===== config.mk =====
export PLATFORM = sky130hd
export DESIGN_NAME = lcd_nibble_responder_flat
export DESIGN_NICKNAME = d
export VERILOG_FILES = /design/src/rtl/lcd_nibble_responder_pkg.sv /design/src/rtl/lcd_nibble_responder_if.sv /design/src/rtl/lcd_strobe_gen.sv /design/src/rtl/lcd_nibble_responder.sv /design/src/flat_wrapper.sv
export SDC_FILE = /design/constraint.sdc
export NUM_CORES = 1
export LEC_CHECK = 0
export ABC_AREA = 1
export BUFFER_PORTS_ARGS = -buffer_cell sky130_fd_sc_hd__buf_2
export CAP_MARGIN = 0
export CORE_AREA = 2 2 68 103
export CTS_CLUSTER_SIZE = 28
export DETAILED_ROUTE_END_ITERATION = 16
export DIE_AREA = 0 0 70 105
export PLACE_DENSITY_LB_ADDON = 0.1
export SLEW_MARGIN = 20
export SYNTH_ARGS = -nofsm -noshare
export SYNTH_HDL_FRONTEND = slang
export SYNTH_SLANG_ARGS = --single-unit

===== constraint.sdc =====
create_clock -name Clock -period 3.13 [get_ports Clock]
set_clock_uncertainty 0.2 [all_clocks]
set_input_delay 0.313 -clock Clock [delete_from_list [all_inputs] [get_ports Clock]]
set_output_delay 0.313 -clock Clock [all_outputs]
set_load 0.005 [all_outputs]

===== src/rtl/lcd_nibble_responder_pkg.sv =====
// Shared definitions for the LCD nibble responder.
// Holds the top FSM and strobe phase encodings, the HD44780 4-bit
// initialisation nibbles, the default timing constants (50 MHz clock) and
// small helpers that pick the init nibble and settle time for a step.
package lcd_timing_pkg;

    typedef enum logic [2:0] {
        ST_IDLE   = 3'd0,
        ST_PWRUP  = 3'd1,
        ST_STROBE = 3'd2,
        ST_SETTLE = 3'd3,
        ST_DONE   = 3'd4
    } lcd_state_e;

    typedef enum logic [1:0] {
        PH_IDLE  = 2'd0,
        PH_SETUP = 2'd1,
        PH_PULSE = 2'd2,
        PH_HOLD  = 2'd3
    } strobe_phase_e;

    localparam logic [3:0] INIT_NIB_WAKE  = 4'h3;
    localparam logic [3:0] INIT_NIB_4BIT  = 4'h2;
    localparam int         INIT_STEPS     = 4;
    localparam logic [1:0] INIT_LAST_STEP = 2'(INIT_STEPS - 1);

    localparam int T_SETUP_DEF = 2;
    localparam int T_PULSE_DEF = 12;
    localparam int T_HOLD_DEF  = 1;
    localparam int T_WAIT_DEF  = 2000;
    localparam int T_PWRUP_DEF = 750000;
    localparam int T_INIT1_DEF = 205000;
    localparam int T_INIT2_DEF = 5000;
    localparam int CNT_W_DEF   = 20;

    // Three wake-up nibbles followed by the switch to 4-bit mode.
    function automatic logic [3:0] init_nibble(input logic [1:0] step);
        return (step == INIT_LAST_STEP) ? INIT_NIB_4BIT : INIT_NIB_WAKE;
    endfunction

    // Settle cycles after the nibble of a given step; user writes use t_wait.
    function automatic int settle_cycles(input logic init_mode, input logic [1:0] step,
                                         input int t_init1, input int t_init2, input int t_wait);
        int cyc;
        cyc = t_wait;
        if (init_mode) begin
            if (step == 2'd0) begin
                cyc = t_init1;
            end else if (step == 2'd1) begin
                cyc = t_init2;
            end else begin
                cyc = t_wait;
            end
        end else begin
            cyc = t_wait;
        end
        return cyc;
    endfunction

endpackage


===== src/rtl/lcd_nibble_responder_if.sv =====
// Writer-side handshake between the nibble writer and the LCD responder.
//   iLCD_data/iLCD_rs : nibble and register select, sampled on accept
//   iLCD_writeEN      : write request level
//   iLCD_reset        : init request level (active high)
//   oLCD_response     : one-cycle completion pulse
//   oLCD_busy         : responder not idle
interface lcd_nibble_responder_if;
    logic [3:0] iLCD_data;
    logic       iLCD_rs;
    logic       iLCD_writeEN;
    logic       iLCD_reset;
    logic       oLCD_response;
    logic       oLCD_busy;

    modport master (output iLCD_data, iLCD_rs, iLCD_writeEN, iLCD_reset,
                    input  oLCD_response, oLCD_busy);
    modport slave  (input  iLCD_data, iLCD_rs, iLCD_writeEN, iLCD_reset,
                    output oLCD_response, oLCD_busy);
endinterface


===== src/rtl/lcd_strobe_gen.sv =====
// Generates one LCD enable strobe: T_SETUP cycles E=0, T_PULSE cycles E=1,
// T_HOLD cycles E=0, with D/RS latched on start and held until the next start.
//   i_clk, i_rst_n : clock, synchronous active-low reset
//   i_start        : begin a strobe, latching i_d/i_rs
//   i_clr          : force the held D/RS to zero (power-up wait)
//   o_e, o_d, o_rs : registered LCD pins
//   o_done         : high during the last hold cycle
module lcd_strobe_gen
    import lcd_timing_pkg::*;
#(
    parameter int T_SETUP = T_SETUP_DEF,
    parameter int T_PULSE = T_PULSE_DEF,
    parameter int T_HOLD  = T_HOLD_DEF,
    parameter int CNT_W   = CNT_W_DEF
) (
    input  logic       i_clk,
    input  logic       i_rst_n,
    input  logic       i_start,
    input  logic       i_clr,
    input  logic [3:0] i_d,
    input  logic       i_rs,
    output logic       o_e,
    output logic [3:0] o_d,
    output logic       o_rs,
    output logic       o_done
);
    localparam logic [CNT_W-1:0] CNT_ZERO = {CNT_W{1'b0}};
    localparam logic [CNT_W-1:0] CNT_ONE  = {{(CNT_W-1){1'b0}}, 1'b1};

    strobe_phase_e    r_phase, w_phase_nxt;
    logic [CNT_W-1:0] r_cnt, w_cnt_nxt;
    logic             r_e, w_e_nxt;
    logic [3:0]       r_d, w_d_nxt;
    logic             r_rs, w_rs_nxt;

    // Phase, counter and pin registers.
    always_ff @(posedge i_clk) begin
        if (!i_rst_n) begin
            r_phase <= PH_IDLE;
            r_cnt   <= CNT_ZERO;
            r_e     <= 1'b0;
            r_d     <= 4'h0;
            r_rs    <= 1'b0;
        end else begin
            r_phase <= w_phase_nxt;
            r_cnt   <= w_cnt_nxt;
            r_e     <= w_e_nxt;
            r_d     <= w_d_nxt;
            r_rs    <= w_rs_nxt;
        end
    end

    // Next phase: each phase counts down from its length minus one.
    always_comb begin
        w_phase_nxt = r_phase;
        w_cnt_nxt   = r_cnt;
        if (i_start) begin
            w_phase_nxt = PH_SETUP;
            w_cnt_nxt   = CNT_W'(T_SETUP - 1);
        end else begin
            case (r_phase)
                PH_IDLE: begin
                    w_cnt_nxt = CNT_ZERO;
                end
                PH_SETUP: begin
                    if (r_cnt == CNT_ZERO) begin
                        w_phase_nxt = PH_PULSE;
                        w_cnt_nxt   = CNT_W'(T_PULSE - 1);
                    end else begin
                        w_cnt_nxt = r_cnt - CNT_ONE;
                    end
                end
                PH_PULSE: begin
                    if (r_cnt == CNT_ZERO) begin
                        w_phase_nxt = PH_HOLD;
                        w_cnt_nxt   = CNT_W'(T_HOLD - 1);
                    end else begin
                        w_cnt_nxt = r_cnt - CNT_ONE;
                    end
                end
                PH_HOLD: begin
                    if (r_cnt == CNT_ZERO) begin
                        w_phase_nxt = PH_IDLE;
                    end else begin
                        w_cnt_nxt = r_cnt - CNT_ONE;
                    end
                end
                default: begin
                    w_phase_nxt = PH_IDLE;
                    w_cnt_nxt   = CNT_ZERO;
                end
            endcase
        end
    end

    // Next pin values; E follows the next phase so it is a clean register.
    always_comb begin
        w_e_nxt  = (w_phase_nxt == PH_PULSE);
        w_d_nxt  = r_d;
        w_rs_nxt = r_rs;
        if (i_start) begin
            w_d_nxt  = i_d;
            w_rs_nxt = i_rs;
        end else if (i_clr) begin
            w_d_nxt  = 4'h0;
            w_rs_nxt = 1'b0;
        end else begin
            w_d_nxt  = r_d;
            w_rs_nxt = r_rs;
        end
    end

    assign o_e    = r_e;
    assign o_d    = r_d;
    assign o_rs   = r_rs;
    assign o_done = (r_phase == PH_HOLD) && (r_cnt == CNT_ZERO);

endmodule


===== src/rtl/lcd_nibble_responder.sv =====
// LCD-side responder: accepts one nibble per handshake, strobes it onto an
// HD44780 4-bit bus with setup/pulse/hold timing, waits the settle time and
// returns a one-cycle response. An init request runs the 4-bit power-on
// sequence (wait, 0x3, 0x3, 0x3, 0x2).
//   Clock, Reset          : clock, synchronous active-low reset
//   lcd_bus (slave)       : writer handshake (data, rs, writeEN, reset, response, busy)
//   oLCD_E/RS/RW/D        : LCD pins, RW tied low
module lcd_nibble_responder
    import lcd_timing_pkg::*;
#(
    parameter int T_SETUP = T_SETUP_DEF,
    parameter int T_PULSE = T_PULSE_DEF,
    parameter int T_HOLD  = T_HOLD_DEF,
    parameter int T_WAIT  = T_WAIT_DEF,
    parameter int T_PWRUP = T_PWRUP_DEF,
    parameter int T_INIT1 = T_INIT1_DEF,
    parameter int T_INIT2 = T_INIT2_DEF,
    parameter int CNT_W   = CNT_W_DEF
) (
    input  logic                   Clock,
    input  logic                   Reset,
    lcd_nibble_responder_if.slave  lcd_bus,
    output logic                   oLCD_E,
    output logic                   oLCD_RS,
    output logic                   oLCD_RW,
    output logic [3:0]             oLCD_D
);
    localparam logic [CNT_W-1:0] CNT_ZERO = {CNT_W{1'b0}};
    localparam logic [CNT_W-1:0] CNT_ONE  = {{(CNT_W-1){1'b0}}, 1'b1};

    lcd_state_e       r_state, w_state_nxt;
    logic [CNT_W-1:0] r_timer;
    logic [1:0]       r_init_step;
    logic             r_init_mode;
    logic             r_armed;
    logic             r_response, w_response_nxt;
    logic             r_busy, w_busy_nxt;
    logic             w_accept, w_timer_zero, w_strobe_done;
    logic             w_start, w_clr, w_rs;
    logic [3:0]       w_nib;
    logic [CNT_W-1:0] w_settle_load;

    // Init requests win over writes; armed blocks re-acceptance of a held level.
    assign w_accept      = (r_state == ST_IDLE) && !lcd_bus.iLCD_reset &&
                           lcd_bus.iLCD_writeEN && r_armed;
    assign w_timer_zero  = (r_timer == CNT_ZERO);
    assign w_settle_load = CNT_W'(settle_cycles(r_init_mode, r_init_step,
                                                T_INIT1, T_INIT2, T_WAIT) - 1);

    // State register.
    always_ff @(posedge Clock) begin
        if (!Reset) begin
            r_state <= ST_IDLE;
        end else begin
            r_state <= w_state_nxt;
        end
    end

    // Next-state logic.
    always_comb begin
        w_state_nxt = r_state;
        case (r_state)
            ST_IDLE: begin
                if (lcd_bus.iLCD_reset) begin
                    w_state_nxt = ST_PWRUP;
                end else if (w_accept) begin
                    w_state_nxt = ST_STROBE;
                end else begin
                    w_state_nxt = ST_IDLE;
                end
            end
            ST_PWRUP: begin
                w_state_nxt = w_timer_zero ? ST_STROBE : ST_PWRUP;
            end
            ST_STROBE: begin
                w_state_nxt = w_strobe_done ? ST_SETTLE : ST_STROBE;
            end
            ST_SETTLE: begin
                if (!w_timer_zero) begin
                    w_state_nxt = ST_SETTLE;
                end else if (r_init_mode && (r_init_step != INIT_LAST_STEP)) begin
                    w_state_nxt = ST_STROBE;
                end else begin
                    w_state_nxt = ST_DONE;
                end
            end
            ST_DONE: begin
                w_state_nxt = ST_IDLE;
            end
            default: begin
                w_state_nxt = ST_IDLE;
            end
        endcase
    end

    // Timer, init bookkeeping and write re-arm.
    always_ff @(posedge Clock) begin
        if (!Reset) begin
            r_timer     <= CNT_ZERO;
            r_init_step <= 2'd0;
            r_init_mode <= 1'b0;
            r_armed     <= 1'b1;
        end else begin
            if (w_accept) begin
                r_armed <= 1'b0;
            end else if (!lcd_bus.iLCD_writeEN) begin
                r_armed <= 1'b1;
            end else begin
                r_armed <= r_armed;
            end
            case (r_state)
                ST_IDLE: begin
                    if (lcd_bus.iLCD_reset) begin
                        r_init_mode <= 1'b1;
                        r_init_step <= 2'd0;
                        r_timer     <= CNT_W'(T_PWRUP - 1);
                    end else if (w_accept) begin
                        r_init_mode <= 1'b0;
                        r_init_step <= 2'd0;
                    end else begin
                        r_init_mode <= r_init_mode;
                    end
                end
                ST_PWRUP: begin
                    if (!w_timer_zero) begin
                        r_timer <= r_timer - CNT_ONE;
                    end else begin
                        r_timer <= r_timer;
                    end
                end
                ST_STROBE: begin
                    if (w_strobe_done) begin
                        r_timer <= w_settle_load;
                    end else begin
                        r_timer <= r_timer;
                    end
                end
                ST_SETTLE: begin
                    if (!w_timer_zero) begin
                        r_timer <= r_timer - CNT_ONE;
                    end else if (r_init_mode && (r_init_step != INIT_LAST_STEP)) begin
                        r_init_step <= r_init_step + 2'd1;
                    end else begin
                        r_timer <= r_timer;
                    end
                end
                ST_DONE: begin
                    r_timer <= r_timer;
                end
                default: begin
                    r_timer <= CNT_ZERO;
                end
            endcase
        end
    end

    // Output decode: strobe control, nibble selection and next handshake outputs.
    always_comb begin
        w_start        = (w_state_nxt == ST_STROBE) && (r_state != ST_STROBE);
        w_clr          = (r_state == ST_IDLE) && (w_state_nxt == ST_PWRUP);
        w_busy_nxt     = (w_state_nxt != ST_IDLE);
        w_response_nxt = (r_state == ST_DONE);
        if (r_state == ST_IDLE) begin
            w_nib = lcd_bus.iLCD_data;
            w_rs  = lcd_bus.iLCD_rs;
        end else if (r_state == ST_PWRUP) begin
            w_nib = init_nibble(2'd0);
            w_rs  = 1'b0;
        end else begin
            // Only used when SETTLE advances to the next init strobe.
            w_nib = init_nibble(r_init_step + 2'd1);
            w_rs  = 1'b0;
        end
    end

    // Registered handshake outputs.
    always_ff @(posedge Clock) begin
        if (!Reset) begin
            r_response <= 1'b0;
            r_busy     <= 1'b0;
        end else begin
            r_response <= w_response_nxt;
            r_busy     <= w_busy_nxt;
        end
    end

    lcd_strobe_gen #(
        .T_SETUP (T_SETUP),
        .T_PULSE (T_PULSE),
        .T_HOLD  (T_HOLD),
        .CNT_W   (CNT_W)
    ) u_strobe (
        .i_clk   (Clock),
        .i_rst_n (Reset),
        .i_start (w_start),
        .i_clr   (w_clr),
        .i_d     (w_nib),
        .i_rs    (w_rs),
        .o_e     (oLCD_E),
        .o_d     (oLCD_D),
        .o_rs    (oLCD_RS),
        .o_done  (w_strobe_done)
    );

    assign lcd_bus.oLCD_response = r_response;
    assign lcd_bus.oLCD_busy     = r_busy;
    assign oLCD_RW               = 1'b0;

endmodule

===== src/flat_wrapper.sv =====
// flat-port wrapper written by rule: the top's interface ports become plain ports
module lcd_nibble_responder_flat import lcd_timing_pkg::*;
#(
    parameter int T_SETUP = T_SETUP_DEF,
    parameter int T_PULSE = T_PULSE_DEF,
    parameter int T_HOLD  = T_HOLD_DEF,
    parameter int T_WAIT  = T_WAIT_DEF,
    parameter int T_PWRUP = T_PWRUP_DEF,
    parameter int T_INIT1 = T_INIT1_DEF,
    parameter int T_INIT2 = T_INIT2_DEF,
    parameter int CNT_W   = CNT_W_DEF
)
  (Clock, Reset, oLCD_E, oLCD_RS, oLCD_RW, oLCD_D, lcd_bus_iLCD_data, lcd_bus_iLCD_rs, lcd_bus_iLCD_writeEN, lcd_bus_iLCD_reset, lcd_bus_oLCD_response, lcd_bus_oLCD_busy);
  lcd_nibble_responder_if lcd_bus_i ();
  input  logic Clock;
  input  logic Reset;
  output logic oLCD_E;
  output logic oLCD_RS;
  output logic oLCD_RW;
  output logic [3:0] oLCD_D;
  input wire logic [$bits(lcd_bus_i.iLCD_data)-1:0] lcd_bus_iLCD_data;
  input wire logic [$bits(lcd_bus_i.iLCD_rs)-1:0] lcd_bus_iLCD_rs;
  input wire logic [$bits(lcd_bus_i.iLCD_writeEN)-1:0] lcd_bus_iLCD_writeEN;
  input wire logic [$bits(lcd_bus_i.iLCD_reset)-1:0] lcd_bus_iLCD_reset;
  output wire logic [$bits(lcd_bus_i.oLCD_response)-1:0] lcd_bus_oLCD_response;
  output wire logic [$bits(lcd_bus_i.oLCD_busy)-1:0] lcd_bus_oLCD_busy;
  assign lcd_bus_i.iLCD_data = lcd_bus_iLCD_data;
  assign lcd_bus_i.iLCD_rs = lcd_bus_iLCD_rs;
  assign lcd_bus_i.iLCD_writeEN = lcd_bus_iLCD_writeEN;
  assign lcd_bus_i.iLCD_reset = lcd_bus_iLCD_reset;
  assign lcd_bus_oLCD_response = lcd_bus_i.oLCD_response;
  assign lcd_bus_oLCD_busy = lcd_bus_i.oLCD_busy;
  lcd_nibble_responder #(.T_SETUP(T_SETUP), .T_PULSE(T_PULSE), .T_HOLD(T_HOLD), .T_WAIT(T_WAIT), .T_PWRUP(T_PWRUP), .T_INIT1(T_INIT1), .T_INIT2(T_INIT2), .CNT_W(CNT_W)) u_core (.Clock(Clock), .Reset(Reset), .lcd_bus(lcd_bus_i), .oLCD_E(oLCD_E), .oLCD_RS(oLCD_RS), .oLCD_RW(oLCD_RW), .oLCD_D(oLCD_D));
endmodule

[Word-level counts from Yosys, hierarchy flattened]
Index checks and enable logic that the tools add are counted.
Word-level totals
  bits in writable memories: 0
  logic and storage cells: 105
  memories: 0
  bits of input ports: 9
  latch bits: 0
  flip-flop bits (word level): 57
  output and inout port bits: 9
  memory bits (read-only): 0
Cells by class
  equality and inequality tests: 23
  reduce and logical (&&, ||, !) cells: 22
  shift operators: 0
  add/sub/neg operators: 4
  multiplexer cells: 41
  bitwise logic cells: 2
  divide/modulo/power cells: 0
  magnitude comparators: 0
  multipliers: 0
Operator list (count)
  20-bit case mux with 4 select lines: 2
  20-bit 2-to-1 mux: 7
  20-bit logical NOT: 2
  20-bit by 1-bit subtractor with 20-bit output, second input constant: 2
  2-bit 2-to-1 mux: 10
  20-bit by 2-bit subtractor with 20-bit output, second input constant: 1
  18-bit 2-to-1 mux: 1
  4-bit 2-to-1 mux: 4
  13-bit 2-to-1 mux: 1
  3-bit case mux with 4 select lines: 1
  1-bit 2-to-1 mux: 10
  3-bit by 2-bit equality test with 1-bit output, second input constant: 3
  3-bit 2-to-1 mux: 3
  2-bit equality test, second input constant: 4
  2-bit by 1-bit inequality test with 1-bit output, second input constant: 4
  2-bit inequality test, second input constant: 4
  4-bit AND reduction: 2
  1-bit logical AND: 7
  3-bit by 1-bit equality test with 1-bit output, second input constant: 2
  3-bit by 2-bit inequality test with 1-bit output, second input constant: 2
  2-bit case mux with 3 select lines: 1
  2-bit nonzero test: 3
  2-bit by 1-bit equality test with 1-bit output, second input constant: 2
  2-bit logical NOT: 2
  10 further kinds: 12

[Logic depth before layout (Yosys ltp)]
  word-level depth: 11
  mapped depth: 12
  mapped depth without buffers: 12

[Cells and area by module]
From an unflattened synthesis, not the netlist that was laid out.
Second synthesis, totals
  cells, all modules: 506
  area total of the unflattened synthesis: 3377.0 um^2
Modules (own cells, without submodules)
  lcd_nibble_responder: area each 2031.9 um^2, sequential area each 580.6 um^2, instances 1, cells each 334
  lcd_strobe_gen: area each 1345.0 um^2, sequential area each 560.5 um^2, instances 1, cells each 172

[Worst setup path before layout]
No wires, ideal clock.
  path kind: reg-to-reg
  start point: register u_core.r_timer[0]
  end point: register u_core.u_strobe.r_cnt[14]
  arrival: 1.651 ns
  data required time: 2.804 ns
  clock period less this slack: 1.977 ns
  cell stages (with the launch flop): 13
  slack: 1.153 ns
  buffers on the path: 1
  setup time: 0.126 ns
  cell sequence: dfxtp_1 inv_1 ha_1 nand2_2 nor2_8 nand3_4 nand2_1 nand2_1 nor2_4 nand2_8 nand2_8 buf_12 nor3_4
On the way
  cells in the longest elaborated chain, start to end: 6
  elaborated cells between the ends (all ways): 7
  classes of those cells: eq/ne (1); mux (3); reduce/logical (3)
Ends and longest elaborated chain
  start: declaration: line lcd_nibble_responder.sv:32  | logic [CNT_W-1:0] r_timer;
  start signal: assignment: line lcd_nibble_responder.sv:116  | r_timer <= CNT_W'(T_PWRUP - 1);
  start signal: assignment: line lcd_nibble_responder.sv:126  | r_timer <= r_timer - CNT_ONE;
  start signal: assignment: line lcd_nibble_responder.sv:128  | r_timer <= r_timer;
  20-bit logical NOT (*): line lcd_nibble_responder.sv:46  | assign w_timer_zero = (r_timer == CNT_ZERO);
  3-bit 2-to-1 mux / 2-bit 2-to-1 mux (equally long branches): line lcd_nibble_responder.sv:79, lcd_nibble_responder.sv:73
  3-bit case mux with 4 select lines (*): line lcd_nibble_responder.sv:62  | case (r_state)
  3-bit by 2-bit equality test with 1-bit output (*): line lcd_nibble_responder.sv:159  | w_start = (w_state_nxt == ST_STROBE) && (r_state != ST_STROBE);
  1-bit logical AND (*): line lcd_nibble_responder.sv:159
  2-bit OR reduction (no line) (*)
  end signal: assignment: line lcd_strobe_gen.sv:46  | r_cnt <= w_cnt_nxt;
  end: declaration: line lcd_strobe_gen.sv:31  | logic [CNT_W-1:0] r_cnt, w_cnt_nxt;
Every way passes the cells marked *; elsewhere a longest branch is shown, timed or not.
A chain may end at the register's enable or synchronous reset.

[Worst setup path in the final report]
  start point: register u_core.u_strobe.r_cnt[0]
  end point: register u_core.r_timer[12]
On the way
  cells in the longest elaborated chain, start to end: 4
Ends and longest elaborated chain
  20-bit logical NOT: line lcd_strobe_gen.sv:116  | assign o_done = (r_phase == PH_HOLD) && (r_cnt == CNT_ZERO);
  1-bit logical AND: line lcd_strobe_gen.sv:116
  2-bit by 1-bit inequality test with 1-bit output (no line)
  4-bit AND reduction (no line)
No other way between the ends.

==> qor.csv <==
stage;metric;value;unit
die;ios;18;
timing;min_period;2.31;ns
clocking;cts_inserted_buffers;9;
die;rows;36;
synthesis;synth_area_leader_cell;dfxtp_1;
synthesis;ys_warn_count;0;
global_routing;grt_pass1_vias;3086;
clocking;cts_tree;yes;
global_routing;grt_max_degree;34;
place;dpl_worst_slack;0.819;ns
clocking;clk_pin_slew;0.07;ns
global_routing;antenna_found_initial;0;
die;core;6400;um^2
timing;fmax;0.433;GHz
global_routing;grt_pass1_wl;14.1;mm
setup_path;cpMostUsedCell;nand2_1;
finish;post-route-cell-area;3870;um^2
setup_path;reg2reg_setup_slack;0.82;ns
finish;layout.nets;547;
setup_path;path_max_fanout;18;
power;p_per_area;1090;nW/um^2
timing;tns;0;ns
setup_path;crit_buf_inv;2;
synthesis;yosysSeqAreaShare;32.8;%
synthesis;netlist_area;3480;um^2
route;wire_per_inst;13.2;um
clocking;clock_path_buffers;2;
power;p_leak;1.78;nW
route;viasPerCell;5.25;
setup_path;crit_type;reg -> reg;
finish;layout.cells.non_filler;610;
clocking;cts.sinks;57;
synthesis;syn_inst;505;
setup_path;end_kind;register;
setup_path;path_delay_family;simple AND/OR/NAND/NOR gates;
die;dieArea;7350;um^2
route;wl;8.07;mm
timing;rsz0062_at_grt;false;
synthesis;ys_top_cells_by_area;dfxtp_1 (33%), nand2_1 (13%), a21oi_1 (6.5%);
die;die_h;105;um
power;power;4.24;mW
global_routing;track_usage;24.0;%
synthesis;synth-seq-cells;57;
clocking;h-tree-depth;3;
synthesis;yosys.area.top_type_share;32.8;%
setup_path;max_stage_delay;0.33;ns
finish;final_util;60.5;%
place;dp_cells;591;
setup_path;cp.depth;10;
setup_path;worstSetupEndpoint;u_core.r_timer[12];
route;drcViolationCount;0;
place;dpl.hpwl;5.98;mm
timing;worst_slack;0.819;ns
setup_path;r2r_cells;10;
timing;whs;0.0291;ns
power;irDropWorstVdd;0.000392;V
route;vias;3203;
clocking;post_cts_buffers;0;
setup_path;worst_r2r_endpoint;u_core.r_timer[12];
place;dpl_cell_area;3610;um^2
setup_path;cp_cell_sequence;inv_1 -> ha_1 -> nand2_1 -> nor2_1 -> nand3_2 -> o21bai_2 -> nand2_1 -> inv_2 -> o21ai_0 -> a21oi_1;
clocking;worstSkewPairLatency;0.35;ns
timing;hold_violations;0;
setup_path;critPathLaunch;u_core.u_strobe.r_cnt[0];
synthesis;ys_types;41;
setup_path;crit_required;3.22;ns
place;portBuffers;16;
clocking;root_buffer;clkbuf_8;
finish;syn_to_final_growth;11.3;%
place;gp_congestion;0.850;
finish;drive_gt1_share;15.7;%
route;first_iter_violations;148;
setup_path;cp-start-kind;register;
route;drtPass1Iterations;4;
setup_path;reg2reg_from;u_core.u_strobe.r_cnt[0];
setup_path;crit_arrival;2.40;ns
setup_path;cp_slowest_cell;inv_2;
route;antenna_left;0;
finish;num_antenna_cells;0;
synthesis;syn_avg_cell_area;6.89;um^2
timing;finalCritPeriodShare;73.8;%
global_routing;overflow;0;
die;start_util;54.4;%
timing;slew_viol_final;0;
timing;setup_viol;0;
outcome;run_status;finished, final reports clean;
flow_run;drv_cap;0;
die;die_w;70;um
worst_hold_path;min_path_type;in -> reg;
## registers in the layout, indices dropped and copies added, names as in the netlist
signal	flops
u_core.r_state	3
u_core.u_strobe.o_d	4
u_core.u_strobe.o_e	1
u_core.r_init_step	2
u_core.r_armed	1
u_core.u_strobe.r_cnt	20
u_core.r_init_mode	1
u_core.r_timer	20
u_core.lcd_bus.oLCD_busy	1
u_core.u_strobe.o_rs	1
u_core.lcd_bus.oLCD_response	1
u_core.u_strobe.r_phase	2
## per-layer routing
| metal | global-route usage, % | part of all wire (%) | vias to the layer above |
|---|---|---|---|
| li1 | - | - | 1679 |
| met1 | 25.1 | 39 | 1453 |
| met2 | 43.5 | 55 | 52 |
| met3 | 6.46 | 3.3 | 19 |
| met4 | 11.7 | 3.1 | 0 |
| met5 | 0 | 0 | - |
## cell type report
type	count	area (um^2)
inverter	57	216
tap	76	95.1
multi-input combinational	381	2050
timing repair buffer	23	140
fill	590	2520
clock buffer	11	151
sequential	57	1140
clock inverter	5	77.6
## power breakdown
part | total (mW) | internal (mW) | switching [mW]
sequential | 1.02 | 0.878 | 0.145
combinational | 2.41 | 0.823 | 1.59
clock | 0.803 | 0.488 | 0.314
total | 4.24 | 2.19 | 2.05
## cell families after synthesis
kind of cell	count (synthesis)	synth area share, %
simple gates	278	39.8
compound gates	79	12.4
buf+inv	68	8.41
flops	57	32.8
xor+xnor	13	3.27
fa+ha+maj	9	3.24
other cells	1	0.108
## worst reg2reg max path: stages (launching register included)
cell and delay [ns]:
dfxtp_1 0.30, inv_1 0.14, ha_1 0.22, nand2_1 0.06
nor2_1 0.16, nand3_2 0.14, o21bai_2 0.16, nand2_1 0.24
inv_2 0.33, o21ai_0 0.15, a21oi_1 0.14
## repair_timing
action,4_1_cts,5_1_grt
gates resized for setup,0,0
hold endpoints to repair,3,0
hold buffers,3,0
## layout by cell type, fill, tap and decap left out, types with 5 or more instances in the layout
cell type	instances
a21oi_1	45
buf_2	16
clkbuf_8	11
dfxtp_1	57
ha_1	9
inv_1	52
nand2_1	122
nand3_1	34
nand4_1	5
nor2_1	54
nor2_2	11
nor2_4	6
nor3_1	16
o21ai_0	26
or2_2	5
xor2_1	10
## how the worst min path moves through the flow
stage / startpoint / endpoint / slack [ns] / cells after the start
after floorplan: lcd_bus_iLCD_writeEN / u_core.r_armed / 0.20 / 1
after global placement: u_core.r_timer[19] / u_core.r_timer[19] / 0.25 / 2
after detailed placement: u_core.r_timer[1] / u_core.r_timer[1] / 0.27 / 2
after CTS: lcd_bus_iLCD_data[2] / u_core.u_strobe.o_d[2] / 0.02 / 3
after global routing: lcd_bus_iLCD_data[2] / u_core.u_strobe.o_d[2] / 0.05 / 3
final: lcd_bus_iLCD_data[2] / u_core.u_strobe.o_d[2] / 0.03 / 3
## Yosys cell counts, drive strengths merged
| cell type | n |
|---|---|
| or2 | 5 |
| o211ai | 2 |
| nor4 | 4 |
| a211oi | 1 |
| nand3 | 37 |
| and3 | 1 |
| dfxtp | 57 |
| nor2 | 72 |
| inv | 57 |
| nor3 | 20 |
| conb | 1 |
| o21ai | 28 |
| clkbuf | 3 |
| a21oi | 46 |
| a31oi | 1 |
| nor3b | 1 |
| buf | 8 |
| nand3b | 2 |
| ha | 9 |
| o21bai | 1 |
| xnor2 | 3 |
| nand4 | 6 |
| nand2 | 130 |
| xor2 | 10 |
(Power assumes the default switching activity.)
